<file path="src/rtl/riscv_pkg.sv">
// Shared core types: multiply/divide op encoding and divide sequencer state/constants.
package riscv_pkg;

    localparam int unsigned XLEN = 32;

    typedef enum logic [2:0] {
        MD_OP_MUL,
        MD_OP_MULH,
        MD_OP_MULHSU,
        MD_OP_MULHU,
        MD_OP_DIV,
        MD_OP_DIVU,
        MD_OP_REM,
        MD_OP_REMU
    } mult_op_e;

    typedef enum logic [1:0] {
        DIV_IDLE,
        DIV_CALC,
        DIV_DONE
    } div_state_e;

    localparam logic [XLEN-1:0] DIV_ZERO_Q = 32'hFFFF_FFFF;
    localparam logic [XLEN-1:0] DIV_OVF_Q  = 32'h8000_0000;

endpackage

</file>
<file path="src/rtl/div_seq_ctrl.sv">
// EX-stage multicycle divide sequencer: 32-step radix-2 restoring divide with held result.
module div_seq_ctrl
    import riscv_pkg::*;
#(
    parameter bit FAST_SPECIAL = 1'b1
) (
    input  logic            clk,
    input  logic            reset_n,
    input  logic            div_valid_i,
    input  mult_op_e        div_op_i,
    input  logic [31:0]     op_a_i,
    input  logic [31:0]     op_b_i,
    input  logic            kill_i,
    input  logic            out_ready_i,
    output logic            busy_o,
    output logic            result_valid_o,
    output logic [31:0]     result_o
);

    localparam int unsigned W  = XLEN;
    localparam int unsigned CW = 5;

    div_state_e     state_q, state_d;
    logic [CW-1:0]  cnt_q, cnt_d;
    logic [W:0]     rem_q, rem_d;
    logic [W-1:0]   quo_q, quo_d;
    logic [W-1:0]   b_abs_q, b_abs_d;
    logic           is_rem_q, is_rem_d;
    logic           neg_q_q, neg_q_d;
    logic           neg_r_q, neg_r_d;
    logic           busy_d, valid_d;
    logic [W-1:0]   result_d;

    // Operand decode for the accept cycle
    logic           is_signed_c, is_rem_c, a_neg_c, b_neg_c, b_zero_c, ovf_c;
    logic [W-1:0]   a_abs_c, b_abs_c, special_res_c;

    always_comb begin
        is_signed_c   = (div_op_i == MD_OP_DIV) || (div_op_i == MD_OP_REM);
        is_rem_c      = (div_op_i == MD_OP_REM) || (div_op_i == MD_OP_REMU);
        a_neg_c       = is_signed_c & op_a_i[W-1];
        b_neg_c       = is_signed_c & op_b_i[W-1];
        a_abs_c       = a_neg_c ? W'(-op_a_i) : op_a_i;
        b_abs_c       = b_neg_c ? W'(-op_b_i) : op_b_i;
        b_zero_c      = (op_b_i == '0);
        ovf_c         = is_signed_c && (op_a_i == DIV_OVF_Q) && (op_b_i == DIV_ZERO_Q);
        special_res_c = b_zero_c ? (is_rem_c ? op_a_i : DIV_ZERO_Q)
                                 : (is_rem_c ? '0 : DIV_OVF_Q);
    end

    // One restoring step plus the sign-fixed result it would produce
    logic [W+1:0]   shifted_c;
    logic           fits_c;
    logic [W:0]     step_rem_c;
    logic [W-1:0]   step_quo_c, q_fix_c, r_fix_c;

    always_comb begin
        shifted_c  = {rem_q, quo_q[W-1]};
        fits_c     = shifted_c >= (W+2)'(b_abs_q);
        step_rem_c = fits_c ? (W+1)'(shifted_c - (W+2)'(b_abs_q)) : (W+1)'(shifted_c);
        step_quo_c = {quo_q[W-2:0], fits_c};
        q_fix_c    = neg_q_q ? W'(-step_quo_c) : step_quo_c;
        r_fix_c    = neg_r_q ? W'(-W'(step_rem_c)) : W'(step_rem_c);
    end

    always_comb begin
        state_d  = state_q;
        cnt_d    = cnt_q;
        rem_d    = rem_q;
        quo_d    = quo_q;
        b_abs_d  = b_abs_q;
        is_rem_d = is_rem_q;
        neg_q_d  = neg_q_q;
        neg_r_d  = neg_r_q;
        busy_d   = busy_o;
        valid_d  = result_valid_o;
        result_d = result_o;

        if (kill_i) begin
            state_d = DIV_IDLE;
            busy_d  = 1'b0;
            valid_d = 1'b0;
        end else begin
            case (state_q)
                DIV_IDLE: begin
                    if (div_valid_i) begin
                        busy_d   = 1'b1;
                        is_rem_d = is_rem_c;
                        // Quotient sign fix is suppressed for b==0 so the all-ones pattern survives
                        neg_q_d  = is_signed_c & (op_a_i[W-1] ^ op_b_i[W-1]) & ~b_zero_c;
                        neg_r_d  = a_neg_c;
                        b_abs_d  = b_abs_c;
                        if (FAST_SPECIAL && (b_zero_c || ovf_c)) begin
                            state_d  = DIV_DONE;
                            valid_d  = 1'b1;
                            result_d = special_res_c;
                        end else begin
                            state_d = DIV_CALC;
                            cnt_d   = CW'(W - 1);
                            rem_d   = '0;
                            quo_d   = a_abs_c;
                        end
                    end
                end
                DIV_CALC: begin
                    rem_d = step_rem_c;
                    quo_d = step_quo_c;
                    cnt_d = cnt_q - CW'(1);
                    if (cnt_q == '0) begin
                        state_d  = DIV_DONE;
                        valid_d  = 1'b1;
                        result_d = is_rem_q ? r_fix_c : q_fix_c;
                    end
                end
                DIV_DONE: begin
                    if (out_ready_i) begin
                        state_d = DIV_IDLE;
                        busy_d  = 1'b0;
                        valid_d = 1'b0;
                    end
                end
                default: begin
                    state_d = DIV_IDLE;
                    busy_d  = 1'b0;
                    valid_d = 1'b0;
                end
            endcase
        end
    end

    always_ff @(posedge clk or negedge reset_n) begin
        if (!reset_n) begin
            state_q        <= DIV_IDLE;
            cnt_q          <= '0;
            rem_q          <= '0;
            quo_q          <= '0;
            b_abs_q        <= '0;
            is_rem_q       <= 1'b0;
            neg_q_q        <= 1'b0;
            neg_r_q        <= 1'b0;
            busy_o         <= 1'b0;
            result_valid_o <= 1'b0;
            result_o       <= '0;
        end else begin
            state_q        <= state_d;
            cnt_q          <= cnt_d;
            rem_q          <= rem_d;
            quo_q          <= quo_d;
            b_abs_q        <= b_abs_d;
            is_rem_q       <= is_rem_d;
            neg_q_q        <= neg_q_d;
            neg_r_q        <= neg_r_d;
            busy_o         <= busy_d;
            result_valid_o <= valid_d;
            result_o       <= result_d;
        end
    end

endmodule
</file>
<file path="config.mk">
export PLATFORM = sky130hd
export DESIGN_NAME = div_seq_ctrl
export DESIGN_NICKNAME = d
export VERILOG_FILES = /design/src/rtl/riscv_pkg.sv /design/src/rtl/div_seq_ctrl.sv
export SDC_FILE = /design/constraint.sdc
export NUM_CORES = 1
export LEC_CHECK = 0
export BUFFER_PORTS_ARGS = -buffer_cell sky130_fd_sc_hd__buf_2
export CAP_MARGIN = 15
export CORE_MARGIN = 2
export CORE_UTILIZATION = 25
export DETAILED_ROUTE_END_ITERATION = 7
export HOLD_SLACK_MARGIN = 0.1
export SLEW_MARGIN = 10
export SYNTH_ARGS = -nofsm -noshare
export SYNTH_HDL_FRONTEND = slang
export SYNTH_SLANG_ARGS = --single-unit
</file>
<file path="constraint.sdc">
create_clock -name clk -period 10.3 [get_ports clk]
set_input_delay 2.06 -clock clk [delete_from_list [all_inputs] [get_ports clk]]
set_output_delay 2.06 -clock clk [all_outputs]
set_load 0.03 [all_outputs]
</file>
Word level (Yosys, flattened, before mapping)

Cells that the tools add are included.

Bitwise operators: 7
Multiply operators: 0
Divide/modulo/power cells: 0
Add/sub/neg operators: 6
Shift-type cells: 0
Muxes and demuxes: 37
Reduce and logical (&&, ||, !) cells: 15
Eq/ne operators: 16
Magnitude comparators: 1

Operators with widths:

| kind                                              | count |
|---|---|
| two-way mux 32 bit                                | 13 |
| negator 32 bit                                    | 4 |
| case mux 32 bit (2 select lines)                  | 2 |
| two-way mux 33 bit                                | 3 |
| case mux 33 bit (2 select lines)                  | 1 |
| equality test 32 bit (second input constant)      | 2 |
| greater-or-equal comparator 34 x 32 -> 1 bit      | 1 |
| subtractor 33 x 32 -> 33 bit                      | 1 |
| zero test 32 bit                                  | 1 |
| inequality test 3 bit (second input constant)     | 4 |
| two-way mux 2 bit                                 | 5 |
| two-way mux 5 bit                                 | 2 |
| inequality test 2 bit (second input constant)     | 5 |
| case mux 5 bit (2 select lines)                   | 1 |
| equality test 3 bit (second input constant)       | 3 |
| AND reduction 3 bit                               | 3 |
| AND reduction 4 bit                               | 2 |
| two-way mux 1 bit                                 | 7 |
| case mux 1 bit (3 select lines)                   | 2 |
| case mux 2 bit (3 select lines)                   | 1 |
| zero test 5 bit                                   | 1 |
| AND reduction 5 bit                               | 1 |
| subtractor 5 x 1 -> 5 bit (second input constant) | 1 |
| AND 1 bit                                         | 4 |
| 8 further kinds                                   | 12 |

RAM bits: 0
Bits in registers: 141
Latch bits: 0
Logic and storage cells: 93
Memories kept: 0
ROM bits: 0
Output and inout bits: 34
Bits of input ports: 72

Logic depth before layout (Yosys ltp)

Word-level depth: 9
Gate-level depth with buffers: 24
Gate-level depth less buffers: 21

Worst setup path after synthesis

Ideal clock, no wire load.

Path type: register to register
Start point: reg quo_q[31]
End point: reg result_o[26]
Setup slack: 4.788 ns
Period minus slack after synthesis: 5.512 ns
Data required time: 10.174 ns
Cell stages (with the launch flop): 24
Buffers on the path: 3
Library setup time: 0.126 ns
Arrival time: 5.386 ns
Cells stage by stage: dfrtp_1 -> inv_1 -> ha_1 -> inv_1 -> fa_1 -> a21oi_1 -> o21ai_0 -> a211o_1 -> a311oi_2 -> o21ai_2 -> buf_2 -> buf_1 -> buf_1 -> o21ai_0 -> ha_1 -> nand2_1 -> or3_1 -> or2_2 -> nor4_1 -> a21oi_1 -> nor4_1 -> nor2b_1 -> o21ai_0 -> a221o_1

Cells in the longest elaborated chain, start to end: 7
Elaborated cells on any way between the ends: 10
Those cells by class: add/sub (3); order compare (1); mux (6)

RTL lines:

| element                                                                                             | line                                   | RTL |
|---|---|---|
| from (decl)                                                                                         | div_seq_ctrl.sv:26                     | `logic [W-1:0] quo_q, quo_d;` |
| from (signal assigned)                                                                              | div_seq_ctrl.sv:148                    | `quo_q <= quo_d;` |
| subtractor 33 x 32 -> 33 bit / greater-or-equal comparator 34 x 32 -> 1 bit (equally long branches) | div_seq_ctrl.sv:60, div_seq_ctrl.sv:59 |  |
| two-way mux 33 bit                                                                                  | div_seq_ctrl.sv:60                     | `step_rem_c = fits_c ? (W+1)'(shifted_c - (W+2)'(b_abs_q)) : (W+1)'(shifted_c);` |
| negator 32 bit                                                                                      | div_seq_ctrl.sv:63                     | `r_fix_c = neg_r_q ? W'(-W'(step_rem_c)) : W'(step_rem_c);` |
| two-way mux 32 bit                                                                                  | div_seq_ctrl.sv:63                     |  |
| two-way mux 32 bit (*)                                                                              | div_seq_ctrl.sv:112                    | `result_d = is_rem_q ? r_fix_c : q_fix_c;` |
| two-way mux 32 bit (*)                                                                              | div_seq_ctrl.sv:109                    | `if (cnt_q == '0) begin` |
| case mux 32 bit (2 select lines) (*)                                                                | div_seq_ctrl.sv:84                     | `case (state_q)` |
| to (signal assigned)                                                                                | div_seq_ctrl.sv:155                    | `result_o <= result_d;` |
| to (decl)                                                                                           | div_seq_ctrl.sv:17                     | `output logic [31:0] result_o` |

Every way passes the cells marked *; elsewhere a longest branch is shown, timed or not. The select of a mux whose other input is x is not followed.
A chain may end at the register's enable or synchronous reset.

Worst setup path in the final report

Ends and elaborated chain as after synthesis.

==> summary.txt <==
Clocking
  – Worst-skew pair later-pin latency: 0.44 ns
  – Clk slew on worst S/H paths: 0.07 ns
  – H-tree Lvls: 4
  – Clk sinks: 141
  – Post-CTS Hold Fix Bufs: 0
  – Clock root buffer: clkbuf_16
  – CTS max path bufs: 2
  – CTS tree: yes
  – CTS resizes: 0
  – CTS Buf Count: 17
  – Post-CTS Setup Bufs: 0

Worst setup path
  – Slowest CP cell: nor4_1
  – Critical Path Fanout Max: 28
  – Critical Path Max Stage Delay: 0.83 ns
  – Setup crit start kind: flop
  – Top delay family on crit path: compound AO/OA/AOI/OAI gates
  – Crit path kind: reg2reg
  – Crit end category: flop
  – RR Startpoint: quo_q[31]
  – Bufs and invs on worst path: 3
  – Signal arrival time at the worst endpoint: 6.89 ns
  – Crit path cell chain: inv_1 > ha_1 > inv_1 > fa_1 > a21oi_1 > o21ai_0 > a211o_1 > a311oi_2 > o21ai_4 > clkinv_1 > mux2i_1 > ha_1 > nand2_1 > or3_1 > or2_2 > nor4_1 > a21oi_1 > nor4_1 > nor2b_1 > o21ai_0 > a221o_1
  – WP data required: 10.62 ns
  – Setup crit start: quo_q[31]

Timing
  – Setup TNS: 0 ns
  – Final setup fails: 0
  – RSZ-0062 raised after global routing: false
  – Fin Hold WS: 0.463 ns
  – Rel. slew slack: 25.1%
  – Worst-Margin Slew: 1.11 ns
  – Max Freq: 0.152 GHz
  – Pins Over Slew Limit: 0
  – Fin crit period: 6.57 ns
  – Part of the cycle the worst path needs: 63.8%
  – Clk_skew: 0.0135 ns
  – Final hold violation count: 0

Die
  – Row count: 79
  – Ports: 106
  – Die height: 221 um
  – Starting density of the core: 25.3%
  – Die span in x: 221 um
  – Die ar.: 49000 um2
  – Core area: 46700 um2

Route
  – WL/cell: 19.2 um
  – Vias: 12000
  – DRC viols: 2
  – 1st-iter DRT viols: 1161
  – Drt first pass iters: 8
  – Drt total wl: 42500 um
  – Via density: 5.40
  – Post-route ant nets: 0

GRT
  – Vias in the first global route: 11300
  – Largest net degree at the start of global routing: 79
  – First-pass GRT wire length: 66100 um
  – Gr usage total: 17.0%
  – GR Overflow Total: 0
  – Initial antenna violation count: 0

Power and ir drop
  – Peak VDD IR: 199 uV
  – Leakage: 5.64 nW
  – Pwr per Cell Area: 296 nW/um2

Synth
  – Post-synth design cell area: 11800 um2
  – Yosys reg bits: 141
  – Number of warnings issued by yosys: 0
  – EDFF count, synth: 0
  – Mean Syn Cell Area: 7.65 um2
  – Library cells used by synthesis: 82
  – Top_reg_cell synth: dfrtp_1
  – Synthesized instance count: 1545
  – Asr flop ratio synth: 100%
  – Syn_nets: 1657
  – Sequential share of the synthesized area: 29.9%

Layout
  – Nets: 1709
  – Layout cells sized above 1: 11.3%
  – P&R area growth vs syn: 14.0%
  – Fin area: 13500 um2
  – Fin util: 28.9%
  – N_diodes: 0

Worst hold path
  – Hold path startpoint: result_o[4]
  – Hold Crit Class: reg2reg

Placed design
  – Placed Instance Area: 12900 um2
  – Post-DP HPWL: 32800 um
  – RePlAce Congestion: 0.944
  – Count of input and output buffers: 105

Status
  – Violated checks: design-rule violations
  – Status: finished with violations

Run
  – Max-cap violations: 0
## cell families after synthesis
kind of cell | Yosys count | synth area share [%]
buffers and inverters | 149 | 4.93
adders and majority gates | 40 | 4.30
and+or+nand+nor | 537 | 21.5
muxes | 33 | 2.84
DFF | 141 | 29.9
xor gates and xnor gates | 134 | 9.93
AOI/OAI and AO/OA | 511 | 26.7
## state kept, by name (all words and copies together) (netlist names)
register        cells
b_abs_q            32
neg_r_q             1
rem_q              33
neg_q_q             1
result_valid_o      1
result_o           32
busy_o              1
state_q             2
cnt_q               5
is_rem_q            1
quo_q              32
## worst register-to-register path, delay by kind of cell, from the launching register on
| family | cells | cell delay [ns] |
|---|---|---|
| compound gates | 8 | 2.39 |
| fa+ha+maj | 3 | 0.86 |
| buf+inv | 3 | 0.31 |
| flops | 1 | 0.44 |
| mux | 1 | 0.31 |
| simple gates | 6 | 2.16 |
## per-stage QoR
step / setup slack [ns] / std cells / power (mW)
CTS: 3.88 / 2217 / 3.95
detailed placement: 3.92 / 2185 / 3.31
finish: 3.73 / 2217 / 4.00
floorplan: 4.79 / 1545 / 2.60
global placement: 3.97 / 2185 / 3.28
global route: 3.40 / 2217 / 4.26
## final timing paths
| kind | cells past startpoint | to | slack (ns) |
|---|---|---|---|
| max | 21 | result_o[26] | 3.73 |
| min | 2 | result_o[4] | 0.46 |
| max reg2reg | 21 | result_o[26] | 3.73 |
| min reg2reg | 2 | result_o[4] | 0.46 |
| max in group asynchronous | 2 | b_abs_q[8] | 7.24 |
| min in group asynchronous | 1 | result_o[6] | 1.67 |
## placed cells by master, fill, tap and decap left out, drive strengths merged, types with 20 or more instances in the layout
cell type / Yosys / layout
nand2: 216 / 216
o21ai: 204 / 204
dfrtp: 141 / 141
nor2: 119 / 119
a21oi: 117 / 117
buf: 19 / 117
xor2: 76 / 76
inv: 64 / 70
xnor2: 58 / 58
nor3: 50 / 50
ha: 39 / 39
o31ai: 32 / 32
mux2i: 29 / 29
or3: 26 / 26
o211ai: 22 / 22
nor4: 22 / 22
nand4: 20 / 20
## final cells by class
class / count / area [um2]
inverters: 65 / 244
clock inverters: 13 / 129
well taps: 607 / 759
fillers: 5031 / 33200
flip-flops and latches: 141 / 3530
clock buffers: 19 / 453
repair buffers: 117 / 622
multi-input cells: 1255 / 7740
## cell usage after synthesis, types with 6 or more instances
cell,n,area (um2)
buf_2,13,65.1
o221ai_1,14,123
and3_1,8,50.1
o41ai_1,8,70.1
o31ai_1,30,225
nand3b_1,7,52.6
a31oi_1,18,113
o21a_1,6,45.0
nand2b_1,9,56.3
nand4_1,20,125
dfrtp_1,141,3530
and2_1,6,37.5
mux2i_1,29,290
nor2_1,119,447
xor2_1,76,666
nor4_1,20,125
xnor2_1,58,508
nand2_1,216,811
a221oi_1,6,52.6
or4_1,12,90.1
nand3_1,15,75.1
o21ai_0,199,996
a21oi_1,117,586
clkbuf_1,65,244
nor3_1,48,240
inv_1,64,240
ha_1,39,488
a21o_1,18,135
or3_1,26,163
a211oi_1,14,105
o211ai_1,22,165
## layer usage
metal / part of all wire (%) / GRT usage (%) / wire, um / vias up
li1: - / - / - / 5684
met1: 45 / 22.8 / 19100 / 5762
met2: 45 / 27.2 / 19300 / 449
met3: 5.8 / 2.97 / 2460 / 86
met4: 3.8 / 6.97 / 1600 / 0
met5: 0 / 0 / 0 / -
## power by group
part | total, mW | switching [mW] | internal (mW)
Clock | 0.629 | 0.278 | 0.351
Sequential | 0.807 | 0.152 | 0.654
Combinational | 2.56 | 1.68 | 0.877
No activity file was read; power rests on OpenSTA's default activity.
